==> src/rtl/uart_lite_stream_bridge_pkg.sv <==
// UartLite register map, STAT bit positions and bridge FSM states shared by the
// stream bridge, its buffers and anything that talks to the same peripheral.
package uart_pkg;

    localparam logic [3:0] UARTLITE_RX_OFS   = 4'h0;
    localparam logic [3:0] UARTLITE_TX_OFS   = 4'h4;
    localparam logic [3:0] UARTLITE_STAT_OFS = 4'h8;
    localparam logic [3:0] UARTLITE_CTRL_OFS = 4'hC;

    localparam int STAT_RX_VALID = 0;
    localparam int STAT_TX_FULL  = 3;

    localparam logic [2:0] AXI_PROT  = 3'b000;
    localparam logic [3:0] AXI_WSTRB = 4'b0001;

    typedef enum logic [2:0] {
        IDLE,
        AR_STAT,
        R_STAT,
        AR_RX,
        R_RX,
        WR,
        B
    } bridge_state_e;

    function automatic logic [31:0] reg_addr(input logic [31:0] base, input logic [3:0] ofs);
        return base + {28'd0, ofs};
    endfunction

endpackage

==> src/rtl/uart_lite_stream_bridge_if.sv <==
// AXI4-Lite link between the stream bridge (master) and the UartLite peripheral (slave).
interface uart_lite_stream_bridge_if;

    logic        awvalid;
    logic        awready;
    logic [31:0] awaddr;
    logic [2:0]  awprot;

    logic        wvalid;
    logic        wready;
    logic [31:0] wdata;
    logic [3:0]  wstrb;

    logic        bvalid;
    logic        bready;
    logic [1:0]  bresp;

    logic        arvalid;
    logic        arready;
    logic [31:0] araddr;
    logic [2:0]  arprot;

    logic        rvalid;
    logic        rready;
    logic [31:0] rdata;
    logic [1:0]  rresp;

    modport master (
        output awvalid, awaddr, awprot, input awready,
        output wvalid, wdata, wstrb, input wready,
        input bvalid, bresp, output bready,
        output arvalid, araddr, arprot, input arready,
        input rvalid, rdata, rresp, output rready
    );

    modport slave (
        input awvalid, awaddr, awprot, output awready,
        input wvalid, wdata, wstrb, output wready,
        output bvalid, bresp, input bready,
        input arvalid, araddr, arprot, output arready,
        output rvalid, rdata, rresp, input rready
    );

endinterface

==> src/rtl/uart_lite_stream_bridge_fifo.sv <==
// First-word-fall-through synchronous FIFO with occupancy output; push when full
// and pop when empty are ignored so callers may hold requests without gating.
module sync_fifo #(
    parameter int DEPTH = 16,
    parameter int WIDTH = 8
) (
    input  logic                     clk,
    input  logic                     rstn,
    input  logic                     push,
    input  logic [WIDTH-1:0]         push_data,
    input  logic                     pop,
    output logic [WIDTH-1:0]         pop_data,
    output logic                     empty,
    output logic                     full,
    output logic [$clog2(DEPTH):0]   level
);

    localparam int AW = $clog2(DEPTH);
    localparam logic [AW:0] FULL_COUNT = (AW+1)'(DEPTH);

    logic [WIDTH-1:0] mem [DEPTH];
    logic [AW-1:0]    wr_ptr;
    logic [AW-1:0]    rd_ptr;
    logic [AW:0]      count;
    logic             do_push;
    logic             do_pop;

    assign do_push  = push && !full;
    assign do_pop   = pop && !empty;
    assign empty    = (count == '0);
    assign full     = (count == FULL_COUNT);
    assign level    = count;
    assign pop_data = mem[rd_ptr];

    // Depth is a power of two, so the pointers wrap on their own.
    always_ff @(posedge clk or negedge rstn) begin
        if (!rstn) begin
            wr_ptr <= '0;
            rd_ptr <= '0;
            count  <= '0;
        end else begin
            if (do_push) wr_ptr <= wr_ptr + 1'b1;
            if (do_pop)  rd_ptr <= rd_ptr + 1'b1;
            if (do_push && !do_pop)      count <= count + 1'b1;
            else if (!do_push && do_pop) count <= count - 1'b1;
        end
    end

    always_ff @(posedge clk) begin
        if (do_push) mem[wr_ptr] <= push_data;
    end

endmodule

==> src/rtl/uart_lite_stream_bridge.sv <==
// Byte-stream front end for a UartLite: polls STAT over AXI4-Lite and moves bytes
// between the peripheral FIFOs and local RX/TX buffers, alternating when both need service.
module uart_lite_stream_bridge
    import uart_pkg::*;
#(
    parameter int          RX_DEPTH  = 16,
    parameter int          TX_DEPTH  = 16,
    parameter logic [31:0] BASE_ADDR = 32'h0000_0000,
    parameter int          DATA_W    = 8
) (
    input  logic                        clk,
    input  logic                        rstn,
    output logic [DATA_W-1:0]           rx_data,
    output logic                        rx_valid,
    input  logic                        rx_ready,
    input  logic [DATA_W-1:0]           tx_data,
    input  logic                        tx_valid,
    output logic                        tx_ready,
    output logic [$clog2(RX_DEPTH):0]   rx_level,
    output logic [$clog2(TX_DEPTH):0]   tx_level,
    output logic                        err,
    input  logic                        err_clr,
    uart_lite_stream_bridge_if.master   axi
);

    bridge_state_e     state;
    logic              rr_tx;
    logic              rx_push;
    logic              rx_empty;
    logic              rx_full;
    logic              tx_pop;
    logic              tx_empty;
    logic              tx_full;
    logic [DATA_W-1:0] tx_head;
    logic [31:0]       stat_word;
    logic              want_rx;
    logic              want_tx;
    logic              pick_rx;
    logic              unused_rdata;

    assign axi.awprot = AXI_PROT;
    assign axi.arprot = AXI_PROT;
    assign axi.wstrb  = AXI_WSTRB;

    assign rx_push  = (state == R_RX) && axi.rready && axi.rvalid;
    assign tx_pop   = (state == B) && axi.bready && axi.bvalid;
    assign rx_valid = !rx_empty;
    assign tx_ready = !tx_full;

    sync_fifo #(.DEPTH(RX_DEPTH), .WIDTH(DATA_W)) u_rx_fifo (
        .clk       (clk),
        .rstn      (rstn),
        .push      (rx_push),
        .push_data (axi.rdata[DATA_W-1:0]),
        .pop       (rx_ready),
        .pop_data  (rx_data),
        .empty     (rx_empty),
        .full      (rx_full),
        .level     (rx_level)
    );

    sync_fifo #(.DEPTH(TX_DEPTH), .WIDTH(DATA_W)) u_tx_fifo (
        .clk       (clk),
        .rstn      (rstn),
        .push      (tx_valid),
        .push_data (tx_data),
        .pop       (tx_pop),
        .pop_data  (tx_head),
        .empty     (tx_empty),
        .full      (tx_full),
        .level     (tx_level)
    );

    // A failed STAT read reads as all-zero so nothing gets serviced this round.
    assign stat_word    = (axi.rresp == 2'b00) ? axi.rdata : 32'd0;
    assign want_rx      = stat_word[STAT_RX_VALID] && !rx_full;
    assign want_tx      = !tx_empty && !stat_word[STAT_TX_FULL];
    assign pick_rx      = want_rx && (!want_tx || !rr_tx);
    assign unused_rdata = ^axi.rdata;

    // err_clr is applied first so a same-cycle error response overrides it.
    always_ff @(posedge clk or negedge rstn) begin
        if (!rstn) begin
            state       <= IDLE;
            rr_tx       <= 1'b0;
            err         <= 1'b0;
            axi.arvalid <= 1'b0;
            axi.araddr  <= '0;
            axi.rready  <= 1'b0;
            axi.awvalid <= 1'b0;
            axi.awaddr  <= '0;
            axi.wvalid  <= 1'b0;
            axi.wdata   <= '0;
            axi.bready  <= 1'b0;
        end else begin
            if (err_clr) err <= 1'b0;
            unique case (state)
                IDLE: begin
                    axi.arvalid <= 1'b1;
                    axi.araddr  <= reg_addr(BASE_ADDR, UARTLITE_STAT_OFS);
                    state       <= AR_STAT;
                end
                AR_STAT: begin
                    if (axi.arready) begin
                        axi.arvalid <= 1'b0;
                        axi.rready  <= 1'b1;
                        state       <= R_STAT;
                    end
                end
                R_STAT: begin
                    if (axi.rvalid) begin
                        axi.rready <= 1'b0;
                        if (axi.rresp != 2'b00) err <= 1'b1;
                        if (want_rx && want_tx) rr_tx <= !rr_tx;
                        if (pick_rx) begin
                            axi.arvalid <= 1'b1;
                            axi.araddr  <= reg_addr(BASE_ADDR, UARTLITE_RX_OFS);
                            state       <= AR_RX;
                        end else if (want_tx) begin
                            axi.awvalid <= 1'b1;
                            axi.wvalid  <= 1'b1;
                            axi.awaddr  <= reg_addr(BASE_ADDR, UARTLITE_TX_OFS);
                            axi.wdata   <= 32'(tx_head);
                            state       <= WR;
                        end else begin
                            state <= IDLE;
                        end
                    end
                end
                AR_RX: begin
                    if (axi.arready) begin
                        axi.arvalid <= 1'b0;
                        axi.rready  <= 1'b1;
                        state       <= R_RX;
                    end
                end
                R_RX: begin
                    if (axi.rvalid) begin
                        axi.rready <= 1'b0;
                        if (axi.rresp != 2'b00) err <= 1'b1;
                        state <= IDLE;
                    end
                end
                WR: begin
                    if (axi.awready) axi.awvalid <= 1'b0;
                    if (axi.wready)  axi.wvalid  <= 1'b0;
                    if ((!axi.awvalid || axi.awready) && (!axi.wvalid || axi.wready)) begin
                        axi.bready <= 1'b1;
                        state      <= B;
                    end
                end
                B: begin
                    if (axi.bvalid) begin
                        axi.bready <= 1'b0;
                        if (axi.bresp != 2'b00) err <= 1'b1;
                        state <= IDLE;
                    end
                end
                default: state <= IDLE;
            endcase
        end
    end

endmodule

==> src/flat_wrapper.sv <==
// flat-port wrapper written by rule: the top's interface ports become plain ports
module uart_lite_stream_bridge_flat import uart_pkg::*;
#(
    parameter int          RX_DEPTH  = 16,
    parameter int          TX_DEPTH  = 16,
    parameter logic [31:0] BASE_ADDR = 32'h0000_0000,
    parameter int          DATA_W    = 8
)
  (clk, rstn, rx_data, rx_valid, rx_ready, tx_data, tx_valid, tx_ready, rx_level, tx_level, err, err_clr, axi_awvalid, axi_awaddr, axi_awprot, axi_awready, axi_wvalid, axi_wdata, axi_wstrb, axi_wready, axi_bvalid, axi_bresp, axi_bready, axi_arvalid, axi_araddr, axi_arprot, axi_arready, axi_rvalid, axi_rdata, axi_rresp, axi_rready);
  uart_lite_stream_bridge_if axi_i ();
  input  logic clk;
  input  logic rstn;
  output logic [DATA_W-1:0] rx_data;
  output logic rx_valid;
  input  logic rx_ready;
  input  logic [DATA_W-1:0] tx_data;
  input  logic tx_valid;
  output logic tx_ready;
  output logic [$clog2(RX_DEPTH):0] rx_level;
  output logic [$clog2(TX_DEPTH):0] tx_level;
  output logic err;
  input  logic err_clr;
  output wire logic [$bits(axi_i.awvalid)-1:0] axi_awvalid;
  output wire logic [$bits(axi_i.awaddr)-1:0] axi_awaddr;
  output wire logic [$bits(axi_i.awprot)-1:0] axi_awprot;
  input wire logic [$bits(axi_i.awready)-1:0] axi_awready;
  output wire logic [$bits(axi_i.wvalid)-1:0] axi_wvalid;
  output wire logic [$bits(axi_i.wdata)-1:0] axi_wdata;
  output wire logic [$bits(axi_i.wstrb)-1:0] axi_wstrb;
  input wire logic [$bits(axi_i.wready)-1:0] axi_wready;
  input wire logic [$bits(axi_i.bvalid)-1:0] axi_bvalid;
  input wire logic [$bits(axi_i.bresp)-1:0] axi_bresp;
  output wire logic [$bits(axi_i.bready)-1:0] axi_bready;
  output wire logic [$bits(axi_i.arvalid)-1:0] axi_arvalid;
  output wire logic [$bits(axi_i.araddr)-1:0] axi_araddr;
  output wire logic [$bits(axi_i.arprot)-1:0] axi_arprot;
  input wire logic [$bits(axi_i.arready)-1:0] axi_arready;
  input wire logic [$bits(axi_i.rvalid)-1:0] axi_rvalid;
  input wire logic [$bits(axi_i.rdata)-1:0] axi_rdata;
  input wire logic [$bits(axi_i.rresp)-1:0] axi_rresp;
  output wire logic [$bits(axi_i.rready)-1:0] axi_rready;
  assign axi_awvalid = axi_i.awvalid;
  assign axi_awaddr = axi_i.awaddr;
  assign axi_awprot = axi_i.awprot;
  assign axi_i.awready = axi_awready;
  assign axi_wvalid = axi_i.wvalid;
  assign axi_wdata = axi_i.wdata;
  assign axi_wstrb = axi_i.wstrb;
  assign axi_i.wready = axi_wready;
  assign axi_i.bvalid = axi_bvalid;
  assign axi_i.bresp = axi_bresp;
  assign axi_bready = axi_i.bready;
  assign axi_arvalid = axi_i.arvalid;
  assign axi_araddr = axi_i.araddr;
  assign axi_arprot = axi_i.arprot;
  assign axi_i.arready = axi_arready;
  assign axi_i.rvalid = axi_rvalid;
  assign axi_i.rdata = axi_rdata;
  assign axi_i.rresp = axi_rresp;
  assign axi_rready = axi_i.rready;
  uart_lite_stream_bridge #(.RX_DEPTH(RX_DEPTH), .TX_DEPTH(TX_DEPTH), .BASE_ADDR(BASE_ADDR), .DATA_W(DATA_W)) u_core (.clk(clk), .rstn(rstn), .rx_data(rx_data), .rx_valid(rx_valid), .rx_ready(rx_ready), .tx_data(tx_data), .tx_valid(tx_valid), .tx_ready(tx_ready), .rx_level(rx_level), .tx_level(tx_level), .err(err), .err_clr(err_clr), .axi(axi_i));
endmodule
==> config.mk <==
export PLATFORM = sky130hd
export DESIGN_NAME = uart_lite_stream_bridge_flat
export DESIGN_NICKNAME = d
export VERILOG_FILES = /design/src/rtl/uart_lite_stream_bridge_pkg.sv /design/src/rtl/uart_lite_stream_bridge_if.sv /design/src/rtl/uart_lite_stream_bridge_fifo.sv /design/src/rtl/uart_lite_stream_bridge.sv /design/src/flat_wrapper.sv
export SDC_FILE = /design/constraint.sdc
export NUM_CORES = 1
export LEC_CHECK = 0
export ABC_AREA = 1
export CAP_MARGIN = 40
export CORE_MARGIN = 2
export CORE_UTILIZATION = 60
export CTS_CLUSTER_DIAMETER = 40
export DETAILED_ROUTE_END_ITERATION = 10
export PLACE_DENSITY = 0.87
export SLEW_MARGIN = 5
export SYNTH_ARGS = -nofsm -noshare
export SYNTH_HDL_FRONTEND = slang
export SYNTH_SLANG_ARGS = --single-unit
==> constraint.sdc <==
create_clock -name clk -period 5.8 [get_ports clk]
set_input_delay 0.58 -clock clk [delete_from_list [all_inputs] [get_ports clk]]
set_output_delay 0.58 -clock clk [all_outputs]
set_load 0.05 [all_outputs]
# Yosys cells after proc, flatten, opt, wreduce, memory -nomap -nowiden
# Memory sizes are Yosys's and may differ from the RTL's. A register that Yosys moved wholly into a read port is not among the register bits.
# Cells that the tools add are included.
[totals]
register_bits = 69
ram_bits = 256
out_inout_bits = 132
wordCells = 150
mem_count = 2
[mem_list]
columns = ["memory", "depth", "width", "read_ports", "rd_clocked_by_memory_dff", "write_ports", "line_no", "source"]
rows = [
  ["u_core.u_rx_fifo.mem", 16, 8, 1, 0, 1, "uart_lite_stream_bridge_fifo.sv:21", "logic [WIDTH-1:0] mem [DEPTH];"],
  ["u_core.u_tx_fifo.mem", 16, 8, 1, 1, 1, "uart_lite_stream_bridge_fifo.sv:21", ""],
]
[classes]
addsub = 8
eq_ne = 21
muxes = 44
bitwise_logic = 1
reduce_logical = 58
[ops]
columns = ["op", "count"]
rows = [
  ["$mux 32", 2],
  ["$pmux 32 s2", 1],
  ["$mux 3", 8],
  ["$mux 1", 21],
  ["$pmux 3 s7", 1],
  ["$mux 5", 4],
  ["$logic_and 1x1->1", 17],
  ["$add 4x1->4 const B", 4],
  ["$ne 2x2->1 const B", 8],
  ["$reduce_bool 2->1", 8],
  ["$logic_not 1->1", 14],
  ["$reduce_and 3->1", 4],
  ["$add 5x1->5 const B", 2],
  ["$eq 5x5->1 const B", 2],
  ["$logic_not 5->1", 2],
  ["$ne 2x1->1 const B", 5],
  ["$pmux 1 s2", 5],
  ["$reduce_and 5->1", 2],
  ["$sub 5x1->5 const B", 2],
  ["$eq 3x3->1 const B", 3],
  ["$reduce_and 4->1", 2],
  ["$eq 3x2->1 const B", 2],
  ["$reduce_and 6->1", 1],
  ["$mux 4", 1],
  ["8 further kinds", 11],
]

# Depth between registers and ports, before layout
[depth]
ltp_word = 10
depth_mapped = 14
mapped_depth_nobuf = 14

# Hierarchy
# Synthesis repeated with hierarchy kept, for this count alone.
[hier_totals]
cells_unflattened = 1472
area_unflattened_um2 = 14308.7
[by_module_without_submodules]
columns = ["module", "instances", "cells_per_inst", "area_each_um2", "seq_area_each_um2"]
rows = [
  ["sync_fifo (u_core.u_rx_fifo)", 1, 620, 6246.0, 4169.0],
  ["sync_fifo (u_core.u_tx_fifo)", 1, 620, 6243.5, 4169.0],
  ["uart_lite_stream_bridge", 1, 232, 1819.2, 500.5],
]

# Least setup slack after synthesis
# OpenSTA, ideal clock, no wires.
[synth_timing]
path_type = "reg-to-reg"
from = "register u_core.u_tx_fifo.count[1], in the netlist u_core.u_tx_fifo.level[1]"
to = "register u_core.u_tx_fifo.count[4], in the netlist u_core.u_tx_fifo.level[4]"
setup_ns = 0.118
t_arrival_ns = 2.683
required_ns = 5.682
path_slack_ns = 2.999
path_stages_with_launch = 14
cell_sequence = "dfrtp_1 > nor2_1 > nand3_1 > nand2_1 > inv_2 > ha_1 > fa_1 > inv_1 > a21oi_1 > nor2_1 > nor2_1 > xor2_1 > nand2_1 > nand2_1"
[synth_between]
elab_chain_cells = 6
elab_cells_between_ends = 15
cone_classes = "2 x add/sub; 1 x eq/ne; 2 x mux; 10 x reduce/logical"
[synth_rtl]
columns = ["item", "line_no", "source"]
rows = [
  ["start, declared", "uart_lite_stream_bridge_fifo.sv:24", "logic [AW:0] count;"],
  ["start signal, assigned", "uart_lite_stream_bridge_fifo.sv:44", "if (do_push && !do_pop) count <= count + 1'b1;"],
  ["start signal, assigned", "uart_lite_stream_bridge_fifo.sv:45", "else if (!do_push && do_pop) count <= count - 1'b1;"],
  ["$eq 5x5->1 (*)", "uart_lite_stream_bridge_fifo.sv:31", "assign full = (count == FULL_COUNT);"],
  ["$logic_not 1->1 (*)", "n/a", ""],
  ["via tx_ready", "flat_wrapper.sv:18", "output logic tx_ready;"],
  ["$logic_and 1x1->1 (*)", "uart_lite_stream_bridge_fifo.sv:28", "assign do_push = push && !full;"],
  ["via u_core.u_tx_fifo.do_push", "uart_lite_stream_bridge_fifo.sv:25", "logic do_push;"],
  ["$logic_not 1->1", "uart_lite_stream_bridge_fifo.sv:45", ""],
  ["$logic_and 1x1->1", "uart_lite_stream_bridge_fifo.sv:45", ""],
  ["$reduce_bool 2->1 (no line)", "n/a", ""],
]
# Mark *: on every way through the listed nets, which the timed path passes. The rest lies on a longest branch. The select of a mux whose other input is x is not followed.
# A chain may end at the register's enable or synchronous reset.

# Worst setup path after layout
[layout_timing]
from = "register u_core.u_rx_fifo.rd_ptr[0]"
to = "output port rx_data[5]"
[layout_between]
elab_chain_cells = 1
[layout_rtl]
columns = ["item", "line_no", "source"]
rows = [
  ["start, declared", "uart_lite_stream_bridge_fifo.sv:23", "logic [AW-1:0] rd_ptr;"],
  ["start signal, assigned", "uart_lite_stream_bridge_fifo.sv:43", "if (do_pop) rd_ptr <= rd_ptr + 1'b1;"],
  ["$mem_v2 16x8", "n/a", ""],
  ["end, declared", "flat_wrapper.sv:13", "output logic [DATA_W-1:0] rx_data;"],
]
# No other way between the ends.

==> results.rst <==
.. list-table::
   :header-rows: 1

   * - Metric
     - Value
   * - Result of the run
     - finished, final reports clean
   * - Largest cells by area after synthesis
     - sky130_fd_sc_hd__edfxtp_1 56%, sky130_fd_sc_hd__dfrtp_1 8.3%, sky130_fd_sc_hd__nand2_1 7.3%
   * - Highest cell delay on the worst timing path
     - 0.88 ns
   * - Antenna violations before repair
     - 0
   * - Placed wire-length estimate
     - 18380 um
   * - Port Buffers
     - 65
   * - Count of non-filler cells in the finished layout
     - 1679
   * - Cell leakage power
     - 6.228 nW
   * - Total cell area at the placement stage
     - 14390 um^2
   * - Area inside the core boundary
     - 22640 um^2
   * - Most common flop cell mapped by yosys
     - sky130_fd_sc_hd__edfxtp_1
   * - Highest-delay cell along the critical path
     - sky130_fd_sc_hd__dfrtp_1
   * - Clock-pin transition on the worst setup and hold timing paths
     - 0.06 ns
   * - Cells resized by post-CTS repair
     - 0
   * - Post-synthesis compound-gate area fraction
     - 0.06166
   * - Count of different cell masters after synthesis
     - 38
   * - CP Depth
     - 10
   * - Routed vias
     - 9366
   * - Clock latency on the worst-skew pair
     - 0.53 ns
   * - Area share of xor/xnor cells in the synthesized design
     - 0.01139
   * - Number of buffers and inverters on the critical path
     - 4
   * - Footprint of the multi-input gates
     - 3975 um^2
   * - Total power divided by cell area
     - 531.5 nW/um^2
   * - Violation count after the first detailed-routing iteration
     - 1373
   * - Antenna violation net count after detailed routing
     - 0
   * - Total of fill cells in the finished design
     - 1519
   * - List of most frequent post-synthesis cells
     - 269 x sky130_fd_sc_hd__nand2_1, 256 x sky130_fd_sc_hd__edfxtp_1, 150 x sky130_fd_sc_hd__nor2_1, 102 x sky130_fd_sc_hd__buf_4, 97 x sky130_fd_sc_hd__nand3_1
   * - I/O pin total
     - 186
   * - Number of buffers inserted to repair setup after CTS
     - 0
   * - Num rows
     - 55
   * - Area of the die
     - 24300 um^2
   * - Detailed-route wire length
     - 29990 um
   * - Die extent in y
     - 155.9 um
   * - GR Overflow Total
     - 0
   * - Fraction of the mapped netlist area in simple logic gates
     - 0.1690
   * - Area growth from synthesis to layout
     - 12.73%
   * - Max Cap Violations
     - 0
   * - Clock Sink Count
     - 302
   * - Worst setup path class
     - reg2out
   * - Number of iterations in the first detailed-routing pass
     - 6
   * - Antenna Cells
     - 0
   * - Number of cells in the design after placement
     - 1611
   * - Post-route fraction of the period consumed by the critical path
     - 0.7194
   * - Fraction of registers with async set/reset
     - 0.1523
   * - DIE WIDTH
     - 155.9 um
   * - Average instance area after synthesis
     - 10.73 um^2
   * - Nets@finish
     - 1439
   * - Seq. cell area
     - 8840 um^2
   * - Post-route worst hold slack
     - 0.1769 ns
   * - Post-synth EDFFs
     - 256
   * - Post-Synth Adder-Cell Area
     - 0.01917
   * - Worst Reg-to-Reg Cells
     - 13
   * - Final instance area
     - 15600 um^2
   * - Global placement routability congestion
     - 0.8161
   * - DRC violation count after routing
     - 0
   * - WL/cell
     - 17.86 um
   * - Mean number of vias per cell
     - 5.578
   * - Fraction of synthesized area in multiplexers
     - 0
   * - Number of global-route vias before repair
     - 8940
   * - Gate Count Post-Synth
     - 1290
   * - Dominant cell by count in the synthesized netlist
     - sky130_fd_sc_hd__nand2_1
   * - Clock tree from TritonCTS
     - built
   * - Slew at the pin closest to its max-slew limit
     - 0.8846 ns
   * - Netlist area before placement
     - 13840 um^2
   * - Number of synthesis warnings
     - 0
   * - Total Negative Setup Slacks
     - 0 ns
   * - Share of Yosys cell area claimed by the top area cell type
     - 0.5555
   * - Clock tree root buffer cell
     - sky130_fd_sc_hd__clkbuf_16
   * - CP Data Required Time
     - 5.22 ns
   * - Slew Limit Fails
     - 0
   * - Worst ir drop on vdd
     - 0.4178 mV
   * - Maximum fanout along the worst path
     - 30
   * - Flip-flop and latch count after synthesis
     - 302
   * - Maximum clock skew at final layout
     - 0.02309 ns
   * - Effective utilization at floorplan
     - 0.6113
   * - Type of element capturing the critical path
     - output pin
   * - Relative slew slack
     - 0.4081
   * - Path category of the worst min-delay check
     - in2async
   * - Total global-route track usage
     - 0.2489
   * - Cell family with most CP delay
     - buffers and inverters
   * - Buffer depth of the longest clock path
     - 3
   * - Proportion of layout cells with a drive suffix above 1
     - 0.08393
   * - Final setup violating endpoints
     - 0
   * - Kind of launch point of the worst setup path
     - flop
   * - Cell taking the most area after synthesis
     - sky130_fd_sc_hd__edfxtp_1
   * - Maximum clock frequency
     - 239.7 MHz
   * - Fin. Hold Viols
     - 0
   * - First-pass GRT wire length
     - 46510 um
   * - Signal arrival time at the worst endpoint
     - 3.59 ns
   * - Deepest level of the CTS H-tree
     - 2
   * - Time the final worst path needs with I/O delays and setup
     - 4.172 ns
   * - Maximum number of pins on one net before global-route repair
     - 76
   * - Share of the yosys chip area belonging to registers
     - 0.6386
   * - Sequence of cells on the critical path
     - buf_4 -> clkinv_1 -> buf_4 -> nor2_1 -> nor2_1 -> o21ai_0 -> o211ai_1 -> nand3_1 -> nand2_1 -> clkdlybuf4s50_1
   * - Number of CTS-inserted buffers
     - 37
   * - Dominant combinational cell family by area after synthesis
     - simple AND/OR/NAND/NOR gates
   * - RSZ-0062 raised after global routing
     - false
   * - Number of hold buffers added after cts
     - 0
## final timing paths
path | start | endpoint | slack, ns
setup / recovery | u_core.u_rx_fifo.rd_ptr[0]$_DFFE_PN0P_ | rx_data[5] | 1.63
hold / removal | rstn | u_core.u_tx_fifo.wr_ptr[2]$_DFFE_PN0P_ | 0.18
setup reg to reg | u_core.state[0]$_DFFE_PN0P_ | u_core.u_rx_fifo.level[4]$_DFFE_PN0P_ | 3.17
hold reg to reg | u_core.axi.arvalid$_DFFE_PN0P_ | u_core.axi.arvalid$_DFFE_PN0P_ | 0.47
max in group asynchronous | rstn | u_core.u_tx_fifo.rd_ptr[0]$_DFFE_PN0P_ | 5.15
min in group clk | u_core.axi.arvalid$_DFFE_PN0P_ | u_core.axi.arvalid$_DFFE_PN0P_ | 0.47
## cell usage in the layout (no fill, tap or decap), types with 10 or more instances in the layout
cell,n
sky130_fd_sc_hd__nand2_1,269
sky130_fd_sc_hd__edfxtp_1,256
sky130_fd_sc_hd__nor2_1,150
sky130_fd_sc_hd__nand3_1,97
sky130_fd_sc_hd__conb_1,96
sky130_fd_sc_hd__inv_1,88
sky130_fd_sc_hd__o21ai_0,78
sky130_fd_sc_hd__clkdlybuf4s50_1,64
sky130_fd_sc_hd__dfrtp_1,45
sky130_fd_sc_hd__o211ai_1,41
sky130_fd_sc_hd__clkbuf_16,38
sky130_fd_sc_hd__buf_4,20
sky130_fd_sc_hd__ha_1,18
sky130_fd_sc_hd__nor3_1,16
sky130_fd_sc_hd__xor2_1,15
sky130_fd_sc_hd__clkinv_1,10
## registers in the layout, indices dropped and copies added (netlist names), 4 cells and up
name / cells
u_core.u_rx_fifo.wr_ptr: 4
u_core.u_rx_fifo.rd_ptr: 4
u_core.u_tx_fifo.rd_ptr: 4
u_core.u_tx_fifo.level: 5
u_core.u_tx_fifo.mem: 128
u_core.u_rx_fifo.level: 5
u_core.u_tx_fifo.wr_ptr: 4
u_core.u_rx_fifo.mem: 128
u_core.axi.wdata: 8
## per-stage QoR
| step | setup slack (ns) | util | total power, mW |
|---|---|---|---|
| after detailed placement | 2.249 | 0.6358 | 6.030 |
| after floorplan | 2.999 | - | 5.205 |
| after CTS | 1.648 | 0.6891 | 8.279 |
| after global routing | 1.343 | 0.6891 | 8.719 |
| final | 1.628 | 0.6891 | 8.292 |
| after global placement | 2.328 | 0.6329 | 5.902 |
## logic make-up after synthesis
| group | Yosys count |
|---|---|
| adders and majority gates | 20 |
| AOI/OAI and AO/OA | 143 |
| and+or+nand+nor | 555 |
| xor gates and xnor gates | 18 |
| DFF | 302 |
| buffers and inverters | 250 |
| other | 2 |
## power breakdown
group          leakage [nW]  switching (mW)  internal (mW)
logic                  2.79            2.24          0.939
clock network         0.586           0.941           1.28
registers              2.85           0.270           2.62
## final cells by class
type / instances / share of cell area
repair buffers: 92 / 0.05421
inverters: 100 / 0.02414
well taps: 285 / 0.02286
multi-input cells: 832 / 0.2548
clock buffers: 40 / 0.06143
clock inverters: 28 / 0.01596
flip-flops and latches: 302 / 0.5666
## layer usage
metal / part of all wire / vias up / wire length, um / GRT usage
met5: 0 / - / 0 / 0
met4: 0.033 / 0 / 981 / 0.09087
li1: - / 4312 / - / -
met2: 0.51 / 530 / 15270 / 0.4319
met3: 0.089 / 78 / 2684 / 0.04861
met1: 0.37 / 4446 / 11060 / 0.3129
No activity file was read; power rests on OpenSTA's default activity.
==> RTL change (same flow settings) <==
`TX_DEPTH` is set to 16 in 2 places; all go to 32.
--- a/src/rtl/uart_lite_stream_bridge.sv
+++ b/src/rtl/uart_lite_stream_bridge.sv
@@ -5,5 +5,5 @@
 #(
     parameter int          RX_DEPTH  = 16,
-    parameter int          TX_DEPTH  = 16,
+    parameter int          TX_DEPTH  = 32,
     parameter logic [31:0] BASE_ADDR = 32'h0000_0000,
     parameter int          DATA_W    = 8
--- a/src/flat_wrapper.sv
+++ b/src/flat_wrapper.sv
@@ -3,5 +3,5 @@
 #(
     parameter int          RX_DEPTH  = 16,
-    parameter int          TX_DEPTH  = 16,
+    parameter int          TX_DEPTH  = 32,
     parameter logic [31:0] BASE_ADDR = 32'h0000_0000,
     parameter int          DATA_W    = 8
Ports: changed (resized tx_level); port bits go from 186 to 187. The function was not compared with the original's and may differ.
==> RTL change against the original RTL <==
  * Synthesized cell count increased by 41%
  * Register-to-register slack got worse by 0.92 ns
  * Power increased by 34%
  * Sequential cell count increased by 131
  * Worst setup slack improved by 0.18 ns
  * Sequential power increased by 39%
  * Largest power group is now sequential cells
  * Core utilization decreased by 0.28 points
  * Final area increased by 39%
  * Synthesized area increased by 40%
  * Wire length increased by 46%
  * Worst hold slack got worse by 0.040 ns
==> RTL change: results (changes against the original RTL) <==
status finished clean (unchanged); Total GRT Usage 0.2617 (was 0.2489); cell count after synthesis 1816 (was 1290); largest net degree at the start of global routing 84 (was 76); placed instance area 19950 um^2 (was 14390 um^2); hpwl dp 25340 um (was 18380 um); CP max FO 23 (was 30); wl on met1 15840 um (was 11060 um); post-synth cell types 34 (was 38); post-CTS setup buffers 0 (unchanged); met1 Use GR 0.3179 (was 0.3129); Iter 0 DRT Violations 1454 (was 1373); met2 wire length 22790 um (was 15270 um); fraction of registers with async set/reset 0.1132 (was 0.1523); M2 GR Usage 0.4543 (was 0.4319); dpl ws 2.443 ns (was 2.249 ns); vias in the first global route 12810 (was 8940); VDD IR-drop max 459.5 uV (was 417.8 uV); WL final 43940 um (was 29990 um); wire length on met3 3669 um (was 2684 um); Layout Cells excl Fill 2315 (was 1679); Post-synth EDFFs 384 (was 256); seq pwr 4.01 mW (was 2.89 mW); GR Util met3 0.04913 (was 0.04861); Final Skew 0.02685 ns (was 0.02309 ns); global-route wire length before repair 67430 um (was 46510 um); GPL Wtd Cong 0.8360 (was 0.8161); final slew viol count 0 (unchanged); top flop regs u_core.u_tx_fifo.mem: 256 flops, u_core.u_rx_fifo.mem: 128 flops, u_core.axi.wdata: 8 flops (was u_core.u_rx_fifo.mem: 128 flops, u_core.u_tx_fifo.mem: 128 flops, u_core.axi.wdata: 8 flops); Worst path max stage delay 0.92 ns (was 0.88 ns); Seq/Total Area, Yosys 0.6596 (was 0.6386); Top Metal Used met4 (unchanged); Net Switching 4.319 mW (was 3.451 mW); Placed Cells 2222 (was 1611); # port buffers 66 (was 65); Via-to-Cell Ratio 5.730 (was 5.578); Clk pwr share 0.297 (was 0.268); Synth top cells by count 421 x nand2_1, 384 x edfxtp_1, 215 x nor2_1 (was 269 x nand2_1, 256 x edfxtp_1, 150 x nor2_1); P_leak 8.619 nW (was 6.228 nW); layout cells sized above 1 0.06743 (was 0.08393); worst skew pair latency 0.60 ns (was 0.53 ns); top cells by area, synth edfxtp_1 60%, nand2_1 8.2%, dfrtp_1 6.3% (was edfxtp_1 56%, dfrtp_1 8.3%, nand2_1 7.3%); nets 1948 (was 1439); Num CTS Buffers 49 (was 37); worst min-delay path category in2async (unchanged); Slew @ Worst Pin 0.9918 ns (was 0.8846 ns); Crit path arrival time 3.42 ns (was 3.59 ns)
==> RTL change: cell types whose count changed in the layout (fill, tap and decap cells not counted), sizes merged, moves of 19 or more <==
cell and delta:
clkbuf +19, nor2 +64, a21oi +21, edfxtp +128
nand3 +80, inv +55, nand2 +153
==> RTL change: through the flow <==
| stage | hold slack, ns | power (mW) |
|---|---|---|
| finish | 0.1369 | 11.11 |
| detailed placement | 0.4589 | 7.762 |
| global route | 0.1891 | 11.62 |
| CTS | 0.1420 | 11.08 |
| global placement | 0.4496 | 7.560 |
| floorplan | 0.2844 | 6.775 |
==> RTL change: worst paths after layout <==
kind,start,endpoint,slack (ns),cells after the start
max in group asynchronous,rstn,u_core.u_tx_fifo.rd_ptr[0],5.08,2
min,rstn,u_core.u_rx_fifo.rd_ptr[0],0.14,2
min in group clk,u_core.axi.awaddr[2],u_core.axi.awaddr[2],0.47,1
max reg2reg,u_core.u_tx_fifo.rd_ptr[0],u_core.axi.wdata[4],2.25,10
min reg2reg,u_core.axi.awaddr[2],u_core.axi.awaddr[2],0.47,1
max,u_core.u_rx_fifo.rd_ptr[2],rx_data[3],1.80,5
==> RTL change: layout make-up <==
| cell class | instances | area (um^2) |
|---|---|---|
| Multi-Input combinational cell | 1143 | 5213 |
| Tap cell | 402 | 503.0 |
| Inverter | 160 | 601.8 |
| Fill cell | 2026 | 9925 |
| Clock buffer | 59 | 1274 |
| Sequential cell | 433 | 12760 |
| Clock inverter | 32 | 476.7 |
| Timing Repair Buffer | 86 | 880.8 |
==> RTL change: logic make-up (layout without fill, tap and decap cells) <==
family          Yosys count  after routing  share of synthesized area
compound gates          163            163                    0.04748
xor+xnor                 21             21                   0.009510
fa+ha+maj                21             21                    0.01436
buf+inv                 334            337                    0.08915
flops                   433            433                     0.6596
other cells               2             96                  0.0003883
simple gates            842            842                     0.1795
